$ cat config.mk
export PLATFORM = sky130hd
export DESIGN_NAME = des_block_packer_flat
export DESIGN_NICKNAME = d
export VERILOG_FILES = /design/src/rtl/des_pkg.sv /design/src/rtl/des_block_packer_if.sv /design/src/rtl/des_block_unpacker.sv /design/src/rtl/des_block_packer.sv /design/src/flat_wrapper.sv
export SDC_FILE = /design/constraint.sdc
export NUM_CORES = 1
export LEC_CHECK = 0
export ABC_AREA = 1
export CORE_UTILIZATION = 46
export CTS_BUF_LIST = sky130_fd_sc_hd__clkbuf_8
export CTS_CLUSTER_DIAMETER = 150
export DETAILED_ROUTE_END_ITERATION = 6
export PLACE_DENSITY = 0.78
export RECOVER_POWER = 100
export SLEW_MARGIN = 20
export SYNTH_ARGS = -nofsm -noshare
export SYNTH_HDL_FRONTEND = slang
export SYNTH_SLANG_ARGS = --single-unit
$ cat constraint.sdc
create_clock -name clk -period 1.63 [get_ports clk]
set_input_delay 0.163 -clock clk [delete_from_list [all_inputs] [get_ports clk]]
set_output_delay 0.163 -clock clk [all_outputs]
set_load 0.02 [all_outputs]
$ cat src/rtl/des_pkg.sv
// rtl/des_pkg.sv - shared widths, packer state type and byte-slot helper for the DES block buffer
// Contents:
//   DES_BLOCK_W  block width in bits
//   BYTE_W       byte width in bits
//   NBYTES       bytes per block (fixed at 8)
//   RX_CNT_W     width of the packer byte counter
//   pk_state_t   packer FSM state
//   put_byte()   replace one byte slot of a block (slot 0 = most significant byte)
package des_pkg;

    localparam int DES_BLOCK_W = 64;
    localparam int BYTE_W      = 8;
    localparam int NBYTES      = 8;
    localparam int RX_CNT_W    = 3;

    typedef enum logic {
        PK_FILL = 1'b0,
        PK_HOLD = 1'b1
    } pk_state_t;

    function automatic logic [DES_BLOCK_W-1:0] put_byte(
        input logic [DES_BLOCK_W-1:0] blk,
        input logic [RX_CNT_W-1:0]    slot,
        input logic [BYTE_W-1:0]      b
    );
        logic [DES_BLOCK_W-1:0] r;
        r = blk;
        for (int i = 0; i < NBYTES; i++) begin
            if (slot == RX_CNT_W'(i)) begin
                r[(NBYTES-1-i)*BYTE_W +: BYTE_W] = b;
            end
        end
        return r;
    endfunction

endpackage

$ cat src/rtl/des_block_packer_if.sv
// rtl/des_block_packer_if.sv - byte/block bus between I2C slave, DES core and the block buffer
// Signals:
//   rx_byte, rx_byte_valid   byte received from I2C slave (one-cycle strobe)
//   abort                    I2C START/STOP mid-block
//   blk_out, blk_valid       assembled 64-bit block offered to the DES side
//   blk_ready                DES side accepts blk_out
//   des_result, des_done     DES output block (one-cycle strobe)
//   tx_byte, tx_byte_valid   next byte to transmit
//   tx_byte_req              I2C consumed tx_byte (one-cycle strobe)
//   overrun                  sticky loss indication
// Modports: slave = block buffer side, master = I2C/DES environment side.
interface des_block_packer_if;
    import des_pkg::*;

    logic [BYTE_W-1:0]      rx_byte;
    logic                   rx_byte_valid;
    logic                   abort;
    logic [DES_BLOCK_W-1:0] blk_out;
    logic                   blk_valid;
    logic                   blk_ready;
    logic [DES_BLOCK_W-1:0] des_result;
    logic                   des_done;
    logic [BYTE_W-1:0]      tx_byte;
    logic                   tx_byte_valid;
    logic                   tx_byte_req;
    logic                   overrun;

    modport slave (
        input  rx_byte, rx_byte_valid, abort, blk_ready, des_result, des_done, tx_byte_req,
        output blk_out, blk_valid, tx_byte, tx_byte_valid, overrun
    );

    modport master (
        output rx_byte, rx_byte_valid, abort, blk_ready, des_result, des_done, tx_byte_req,
        input  blk_out, blk_valid, tx_byte, tx_byte_valid, overrun
    );

endinterface

$ cat src/rtl/des_block_unpacker.sv
// rtl/des_block_unpacker.sv - 64-bit DES result to MSB-first byte stream for I2C transmit
// Ports:
//   clk, n_rst      clock, asynchronous active-low reset
//   des_result      DES output block
//   des_done        one-cycle strobe, des_result valid
//   tx_byte_req     one-cycle strobe, current tx_byte consumed
//   tx_byte         registered next byte, IDLE_BYTE when empty
//   tx_byte_valid   registered, buffer non-empty
//   tx_overwrite    combinational pulse: a load is replacing unread bytes
module des_block_unpacker
    import des_pkg::*;
#(
    parameter logic [BYTE_W-1:0] IDLE_BYTE = 8'hFF
) (
    input  logic                   clk,
    input  logic                   n_rst,
    input  logic [DES_BLOCK_W-1:0] des_result,
    input  logic                   des_done,
    input  logic                   tx_byte_req,
    output logic [BYTE_W-1:0]      tx_byte,
    output logic                   tx_byte_valid,
    output logic                   tx_overwrite
);

    logic [DES_BLOCK_W-1:0] tx_shreg;
    logic [DES_BLOCK_W-1:0] nxt_shreg;
    logic [3:0]             tx_cnt;
    logic [3:0]             nxt_cnt;

    assign tx_overwrite = des_done && (tx_cnt != 4'd0);

    // A load takes priority over a same-cycle request; the request is simply lost.
    always_comb begin
        nxt_shreg = tx_shreg;
        nxt_cnt   = tx_cnt;
        if (des_done) begin
            nxt_shreg = des_result;
            nxt_cnt   = 4'(NBYTES);
        end else if (tx_byte_req && (tx_cnt != 4'd0)) begin
            nxt_shreg = {tx_shreg[DES_BLOCK_W-BYTE_W-1:0], {BYTE_W{1'b0}}};
            nxt_cnt   = tx_cnt - 4'd1;
        end
    end

    // tx_byte/tx_byte_valid are registered from the next-state values so the
    // outputs change on the same edge as the shift register.
    always_ff @(posedge clk or negedge n_rst) begin
        if (!n_rst) begin
            tx_shreg      <= '0;
            tx_cnt        <= 4'd0;
            tx_byte       <= IDLE_BYTE;
            tx_byte_valid <= 1'b0;
        end else begin
            tx_shreg      <= nxt_shreg;
            tx_cnt        <= nxt_cnt;
            tx_byte       <= (nxt_cnt != 4'd0) ? nxt_shreg[DES_BLOCK_W-1 -: BYTE_W] : IDLE_BYTE;
            tx_byte_valid <= (nxt_cnt != 4'd0);
        end
    end

endmodule

$ cat src/rtl/des_block_packer.sv
// rtl/des_block_packer.sv - byte <-> 64-bit block buffer between I2C slave and DES core
// Ports:
//   clk     system clock, rising edge
//   n_rst   asynchronous active-low reset
//   bus     des_block_packer_if.slave: rx byte in, block out with valid/ready,
//           DES result in, tx byte out, abort, sticky overrun
// Parameters:
//   IDLE_BYTE  value on tx_byte while the transmit buffer is empty
module des_block_packer
    import des_pkg::*;
#(
    parameter logic [BYTE_W-1:0] IDLE_BYTE = 8'hFF
) (
    input  logic                clk,
    input  logic                n_rst,
    des_block_packer_if.slave   bus
);

    localparam logic [RX_CNT_W-1:0] LAST_SLOT = RX_CNT_W'(NBYTES - 1);

    pk_state_t              state;
    logic [RX_CNT_W-1:0]    rx_cnt;
    logic [DES_BLOCK_W-1:0] blk_out_q;
    logic                   blk_valid_q;
    logic                   overrun_q;
    logic                   drop;
    logic                   tx_overwrite;

    // A byte arriving while a full block is still waiting has nowhere to go.
    assign drop = (state == PK_HOLD) && bus.rx_byte_valid && !bus.blk_ready;

    always_ff @(posedge clk or negedge n_rst) begin
        if (!n_rst) begin
            state       <= PK_FILL;
            rx_cnt      <= '0;
            blk_out_q   <= '0;
            blk_valid_q <= 1'b0;
            overrun_q   <= 1'b0;
        end else if (bus.abort) begin
            // Abort wins over any same-cycle byte, transfer or overrun set.
            state       <= PK_FILL;
            rx_cnt      <= '0;
            blk_valid_q <= 1'b0;
            overrun_q   <= 1'b0;
        end else begin
            if (drop || tx_overwrite) begin
                overrun_q <= 1'b1;
            end
            case (state)
                PK_FILL: begin
                    if (bus.rx_byte_valid) begin
                        blk_out_q <= put_byte(blk_out_q, rx_cnt, bus.rx_byte);
                        if (rx_cnt == LAST_SLOT) begin
                            state       <= PK_HOLD;
                            blk_valid_q <= 1'b1;
                            rx_cnt      <= '0;
                        end else begin
                            rx_cnt <= rx_cnt + 1'b1;
                        end
                    end
                end
                PK_HOLD: begin
                    if (bus.blk_ready) begin
                        state       <= PK_FILL;
                        blk_valid_q <= 1'b0;
                        // A byte coincident with the transfer starts the next block.
                        if (bus.rx_byte_valid) begin
                            blk_out_q <= put_byte(blk_out_q, '0, bus.rx_byte);
                            rx_cnt    <= RX_CNT_W'(1);
                        end
                    end
                end
                default: state <= PK_FILL;
            endcase
        end
    end

    assign bus.blk_out   = blk_out_q;
    assign bus.blk_valid = blk_valid_q;
    assign bus.overrun   = overrun_q;

    des_block_unpacker #(
        .IDLE_BYTE (IDLE_BYTE)
    ) u_unpacker (
        .clk           (clk),
        .n_rst         (n_rst),
        .des_result    (bus.des_result),
        .des_done      (bus.des_done),
        .tx_byte_req   (bus.tx_byte_req),
        .tx_byte       (bus.tx_byte),
        .tx_byte_valid (bus.tx_byte_valid),
        .tx_overwrite  (tx_overwrite)
    );

endmodule
$ cat src/flat_wrapper.sv
// flat-port wrapper written by rule: the top's interface ports become plain ports
module des_block_packer_flat import des_pkg::*;
#(
    parameter logic [BYTE_W-1:0] IDLE_BYTE = 8'hFF
)
  (clk, n_rst, bus_rx_byte, bus_rx_byte_valid, bus_abort, bus_blk_ready, bus_des_result, bus_des_done, bus_tx_byte_req, bus_blk_out, bus_blk_valid, bus_tx_byte, bus_tx_byte_valid, bus_overrun);
  des_block_packer_if bus_i ();
  input  logic clk;
  input  logic n_rst;
  input wire logic [$bits(bus_i.rx_byte)-1:0] bus_rx_byte;
  input wire logic [$bits(bus_i.rx_byte_valid)-1:0] bus_rx_byte_valid;
  input wire logic [$bits(bus_i.abort)-1:0] bus_abort;
  input wire logic [$bits(bus_i.blk_ready)-1:0] bus_blk_ready;
  input wire logic [$bits(bus_i.des_result)-1:0] bus_des_result;
  input wire logic [$bits(bus_i.des_done)-1:0] bus_des_done;
  input wire logic [$bits(bus_i.tx_byte_req)-1:0] bus_tx_byte_req;
  output wire logic [$bits(bus_i.blk_out)-1:0] bus_blk_out;
  output wire logic [$bits(bus_i.blk_valid)-1:0] bus_blk_valid;
  output wire logic [$bits(bus_i.tx_byte)-1:0] bus_tx_byte;
  output wire logic [$bits(bus_i.tx_byte_valid)-1:0] bus_tx_byte_valid;
  output wire logic [$bits(bus_i.overrun)-1:0] bus_overrun;
  assign bus_i.rx_byte = bus_rx_byte;
  assign bus_i.rx_byte_valid = bus_rx_byte_valid;
  assign bus_i.abort = bus_abort;
  assign bus_i.blk_ready = bus_blk_ready;
  assign bus_i.des_result = bus_des_result;
  assign bus_i.des_done = bus_des_done;
  assign bus_i.tx_byte_req = bus_tx_byte_req;
  assign bus_blk_out = bus_i.blk_out;
  assign bus_blk_valid = bus_i.blk_valid;
  assign bus_tx_byte = bus_i.tx_byte;
  assign bus_tx_byte_valid = bus_i.tx_byte_valid;
  assign bus_overrun = bus_i.overrun;
  des_block_packer #(.IDLE_BYTE(IDLE_BYTE)) u_core (.clk(clk), .n_rst(n_rst), .bus(bus_i));
endmodule
=== Yosys cells after proc, flatten, opt, wreduce, memory -nomap -nowiden ===
Index checks and enable logic that the tools add are counted.

* Bits in registers: 147
* Latch bits: 0
* Bits in writable memories: 0
* ROM bits: 0
* Input bits: 79
* Output and inout port bits: 75
* Logic and storage cells: 99
* Memories: 0

* Add/sub/neg operators: 2
* Multiply operators: 0
* Div/mod/pow operators: 0
* Order comparisons: 0
* Equal/unequal tests: 22
* Shifts and indexed selects: 0
* Multiplexer cells: 35
* Bitwise logic cells: 2
* Reductions and logical operators: 21

{| class="wikitable"
|+ Operator list
! kind !! number
|-
| $mux 64 || 5
|-
| $pmux 64 s2 || 1
|-
| $mux 8 || 9
|-
| $reduce_and 4->1 || 7
|-
| $ne 2x1->1 const B || 8
|-
| $mux 3 || 5
|-
| $eq 3x3->1 const B || 4
|-
| $mux 1 || 10
|-
| $ne 3x3->1 const B || 3
|-
| $mux 4 || 2
|-
| $reduce_bool 4->1 || 2
|-
| $eq 3x2->1 const B || 2
|-
| $ne 2x2->1 const B || 3
|-
| $pmux 3 s2 || 1
|-
| $reduce_and 3->1 || 2
|-
| $reduce_and 5->1 || 1
|-
| $logic_and 1x1->1 || 4
|-
| $pmux 1 s2 || 2
|-
| $reduce_bool 2->1 || 2
|-
| $sub 4x1->4 const B || 1
|-
| $add 3x1->3 const B || 1
|-
| $eq 3x1->1 const B || 1
|-
| $logic_not 3->1 || 1
|-
| $ne 3x2->1 const B || 1
|-
| 3 further kinds || 4
|}

=== Depth between registers and ports, before layout ===
* Depth in word-level cells: 6
* Mapped depth: 13
* Depth with buffers taken out: 12

=== Modules after synthesis ===
Synthesis repeated with hierarchy kept, for this count alone.

* Cell total of the unflattened synthesis: 715
* Area, all modules: 6646.4 um^2

{| class="wikitable"
|+ Modules (own cells, without submodules)
! module !! times used !! cells an instance !! area an instance (um^2) !! sequential area each (um^2)
|-
| des_block_unpacker || 1 || 411 || 3509.6 || 1936.9
|-
| des_block_packer || 1 || 304 || 3136.8 || 1751.7
|}

=== Worst setup path before layout ===
No wires, ideal clock.

* Path type: reg2reg
* Start point: register u_core.u_unpacker.tx_cnt[0]
* End point: register u_core.u_unpacker.tx_byte_valid
* Setup time: 0.138 ns
* Data arrival time: 1.393 ns
* Required time: 1.492 ns
* Slack: 0.098 ns
* Cell stages (with the launch flop): 13
* Buffers on the path: 1
* Clock period less this slack: 1.532 ns
* Cell sequence: dfrtp_1 > inv_1 > ha_1 > inv_1 > nor2_2 > nand2_2 > nand2_2 > buf_4 > nand2_1 > nand3_1 > nand2_1 > inv_2 > nand2_4

* Cells in the longest elaborated chain, start to end: 5
* Elaborated cells on any way between the ends: 6
* Classes of those cells: add/sub (1); mux (2); reduce/logical (3)

{| class="wikitable"
|+ RTL lines
! element !! RTL line !! RTL
|-
| start, declared || des_block_unpacker.sv:27 || <nowiki>logic [3:0] tx_cnt;</nowiki>
|-
| start signal, assigned || des_block_unpacker.sv:55 || <nowiki>tx_cnt <= nxt_cnt;</nowiki>
|-
| branches (longest 2 deep; another with $sub 4x1->4) || -- ||
|-
| $mux 4 * || des_block_unpacker.sv:39 || <nowiki>end else if (tx_byte_req && (tx_cnt != 4'd0)) begin</nowiki>
|-
| $mux 4 * || des_block_unpacker.sv:36 || <nowiki>if (des_done) begin</nowiki>
|-
| $reduce_bool 4->1 * || des_block_unpacker.sv:57 || <nowiki>tx_byte_valid <= (nxt_cnt != 4'd0);</nowiki>
|-
| end signal, assigned || des_block_unpacker.sv:57 ||
|-
| end, declared || des_block_unpacker.sv:21 || <nowiki>output logic tx_byte_valid,</nowiki>
|}

Mark *: on every way between the ends.
A chain may end at the register's enable or synchronous reset.

=== Worst setup path after layout ===
* Start point: register u_core.u_unpacker.tx_cnt[1]
* End point: register u_core.u_unpacker.tx_shreg[16]

* Cells in the longest elaborated chain, start to end: 3

{| class="wikitable"
|+ RTL lines
! element !! RTL line !! RTL
|-
| $reduce_bool 4->1 || des_block_unpacker.sv:39 ||
|-
| $logic_and 1x1->1 || des_block_unpacker.sv:39 ||
|-
| $reduce_bool 2->1 (no source line) || -- ||
|-
| end signal, assigned || des_block_unpacker.sv:54 || <nowiki>tx_shreg <= nxt_shreg;</nowiki>
|-
| end, declared || des_block_unpacker.sv:25 || <nowiki>logic [DES_BLOCK_W-1:0] tx_shreg;</nowiki>
|}

Every way passes these cells.

==> results.ini <==
[die]
dieArea_sq_um = 13860
io_pins = 154
coreArea_sq_um = 12820
die_x_um = 117.7
rows = 41
die_y_um = 117.7
start_util = 0.4805

[cts]
cts_sinks = 147
cts.path.max_buffers = 2
cts_buffers = 17
clk_latency_ps = 460
path_clk_slew_ps = 80
cts_tree = done
cts_root_buffer = clkbuf_8
htree_num_levels = 4

[cells_and_area]
final_cell_area_sq_um = 8773
fillCellCount = 1008
drive_gt1_frac = 0.1571
syn_to_final_growth_pct = 42.38
layout.nets = 926
stdcell_count = 1025
antennaDiodeCount = 0

[pwr]
swShare = 0.3208
fin_total_pwr_mw = 10.39
leakage_nw = 4.661
p_sw_mw = 3.331
clkPwrFrac = 0.266
combPwrFrac = 0.284
p_per_area_nw_per_um2 = 1184
pwr-share-seq = 0.450
p_int_mw = 7.055
vdd_drop_max_uv = 754.1

[job]
max_cap_violations = 0

[global_route]
gr-usage-met3 = 0.06056
grt_use_total = 0.2380
grt_max_degree = 63
grt_pass1_wl_um = 25840
grt-ovfl-total = 0
busiest_layer = met2
grt_use_met1 = 0.3136
first_global_vias = 5301
antenna_found_initial = 0
use_met2 = 0.3743

[yosys]
synth.distinct_cells = 30
yosysSeqAreaShare = 0.5986
synthCells = 665
yosysTopAreaCell = dfrtp_1
synth_fp_nets = 751
synth_area_leaders = dfrtp_1, nand3_1, nand2_1
avgSynthCellArea_sq_um = 9.266
ys_ff_latch = 147
synth_area_sq_um = 6162
ys_warn_count = 0
synth_top_area_share = 0.5645

[drt]
vias_per_cell = 5.382
drt-total-wl_um = 16880
drtIter0Drc = 497
firstDrtPassIters = 5
drcViolationCount = 0
num_vias = 5517
wire_per_inst_um = 16.47
ant_nets = 0

[worst_setup_path]
reg2reg_slack_ps = -80
start_kind = flop
crit_arrival_ps = 2100
path_class = reg2reg
end_kind = flop
cp_max_fo = 7
cp.required_ps = 2020

[placement]
dp.cells = 977
io_buffers = 153
place_area_sq_um = 8006
place_ws_ps = -82.74
gp_congestion = 0.8602
hpwl_um = 10860

[sta]
setup_slack_ps = -79.69
slew_violations = 0
rsz0062_at_grt = true
period_share = 1.049
finalClockSkew_ps = 7.839
max_slew_margin = 0.2897
final_hold_viol_count = 0
worst_slew_pin_slew_ps = 1065
fin_crit_ps = 1710
fmax_ghz = 0.5849
fin_tns_setup_ps = -1527
setup_viol = 50

[worst_hold_path]
hp-class = in2reg

[status]
outcome = complete, but fails checks
failed_checks = negative setup slack

==> cell families (layout without fill, tap and decap cells) <==
family	count (synthesis)	in the layout	synth area share
AO/OA/AOI/OAI	98	98	0.08914
adder cells (fa/ha/maj)	7	7	0.01421
buffers and inverters	78	265	0.05787
flip-flops	147	147	0.5986
AND/OR/NAND/NOR	335	336	0.2402
==> per-stage QoR <==
step | hold slack (ps) | utilization
2_1_floorplan | -132.6 | -
3_3_place_gp | 100.8 | 0.6243
3_5_place_dp | 107.4 | 0.6243
4_1_cts | 175.7 | 0.6562
5_1_grt | 240.1 | 0.6841
6_report | 243.0 | 0.6841
==> critical path, cell delays in order (launching register included) <==
cell and delay [ps]:
dfrtp_1 390, inv_2 70, ha_4 180, inv_4 50, nor2_4 40, buf_6 110, a21oi_4 270, clkbuf_16 220
clkbuf_16 150, nand3_1 70, nand3_1 90
==> power by group through the flow <==
| stage | registers (mW) | clock network (mW) | logic (mW) |
|---|---|---|---|
| 5_1_grt | 4.75 | 2.95 | 3.18 |
| 6_report | 4.67 | 2.76 | 2.95 |
| 2_1_floorplan | 5.23 | 0 | 0.864 |
| 3_3_place_gp | 4.72 | 0 | 2.84 |
| 4_1_cts | 4.67 | 2.79 | 2.89 |
| 3_5_place_dp | 4.74 | 0 | 2.90 |
==> area by class of cell <==
cell class                 instances  area, sq um  share of cell area
sequential                       147         3689              0.4204
multi-input combinational        441         2278              0.2597
timing repair buffer             196         2069              0.2359
clock buffer                      19        261.5             0.02981
tap                              172        215.2             0.02453
inverter                          37        142.6             0.01626
clock inverter                    13        117.6             0.01341
==> layout by cell type, fill, tap and decap left out, types with 3 or more instances in the layout <==
cell type,Yosys,final
nand2_1,161,159
dfrtp_1,139,139
nand3_1,144,122
clkdlybuf4s50_1,0,91
o21ai_0,62,59
dlymetal6s2s_1,0,39
inv_1,34,31
buf_4,2,24
nand3_2,0,22
dlygate4sd2_1,0,21
clkbuf_8,1,20
nor2_1,17,16
a21oi_1,13,13
o21ai_2,9,9
clkinv_2,0,8
o21ai_1,5,8
dfstp_2,8,8
inv_2,3,6
nand4_1,6,6
buf_6,2,6
buf_12,1,6
nand2_2,3,5
o211ai_1,5,5
ha_1,7,5
nor2_4,1,3
clkbuf_16,0,3
clkbuf_2,0,3
==> synthesized netlist by cell type <==
library cell and count:
o211ai_1 5, o32ai_1 1, o21ai_0 62, nand2_1 161, clkbuf_1 17, nor2_1 17, or3_1 1, inv_2 3
nand2_2 3, nand4_1 6, nor2_4 1, o21ai_2 9, a21oi_2 1, ha_1 7, a31oi_1 1, clkbuf_8 1
dfstp_2 8, o22a_1 1, buf_6 2, buf_4 2, nor2_2 1, nand3_1 144, buf_1 6, dfrtp_1 139
o21ai_1 5, buf_12 1, a21oi_1 13, nand2_4 1, inv_1 34, buf_2 12
==> repair_timing <==
item / in CTS / in global routing
setup buffers: 2 / 8
pin swaps: 0 / 15
hold buffers: 1 / 0
gates cloned: 1 / 4
endpoints found under the hold margin: 68 / 0
setup endpoints to repair: 74 / 94
gates resized for setup: 29 / 75
==> final timing paths <==
check / from / endpoint / depth (start not counted)
max in group asynchronous: n_rst / u_core.bus.blk_out[38] / 3
worst min register to register: u_core.bus.blk_out[9] / u_core.bus.blk_out[9] / 2
worst max register to register: u_core.u_unpacker.tx_cnt[1] / u_core.u_unpacker.tx_shreg[16] / 10
min in group asynchronous: n_rst / u_core.bus.blk_out[26] / 2
worst min-delay path: bus_des_result[0] / u_core.u_unpacker.tx_shreg[0] / 3
worst max-delay path: u_core.u_unpacker.tx_cnt[1] / u_core.u_unpacker.tx_shreg[16] / 10
==> routing by layer <==
metal | part of all wire | vias up | wire length, um
li1 | - | 2569 | -
met1 | 0.43 | 2717 | 7201
met2 | 0.49 | 199 | 8334
met3 | 0.058 | 32 | 981
met4 | 0.022 | 0 | 366
met5 | 0 | - | 0
==> flip-flops by register name, indices dropped and copies added, names as in the netlist <==
signal                           cells
u_core.rx_cnt                        3
u_core.bus.overrun                   1
u_core.state                         1
u_core.u_unpacker.tx_shreg          64
u_core.u_unpacker.tx_byte_valid      1
u_core.bus.blk_out                  64
u_core.u_unpacker.tx_cnt             4
u_core.bus.blk_valid                 1
u_core.u_unpacker.tx_byte            8
(Power assumes the default switching activity.)
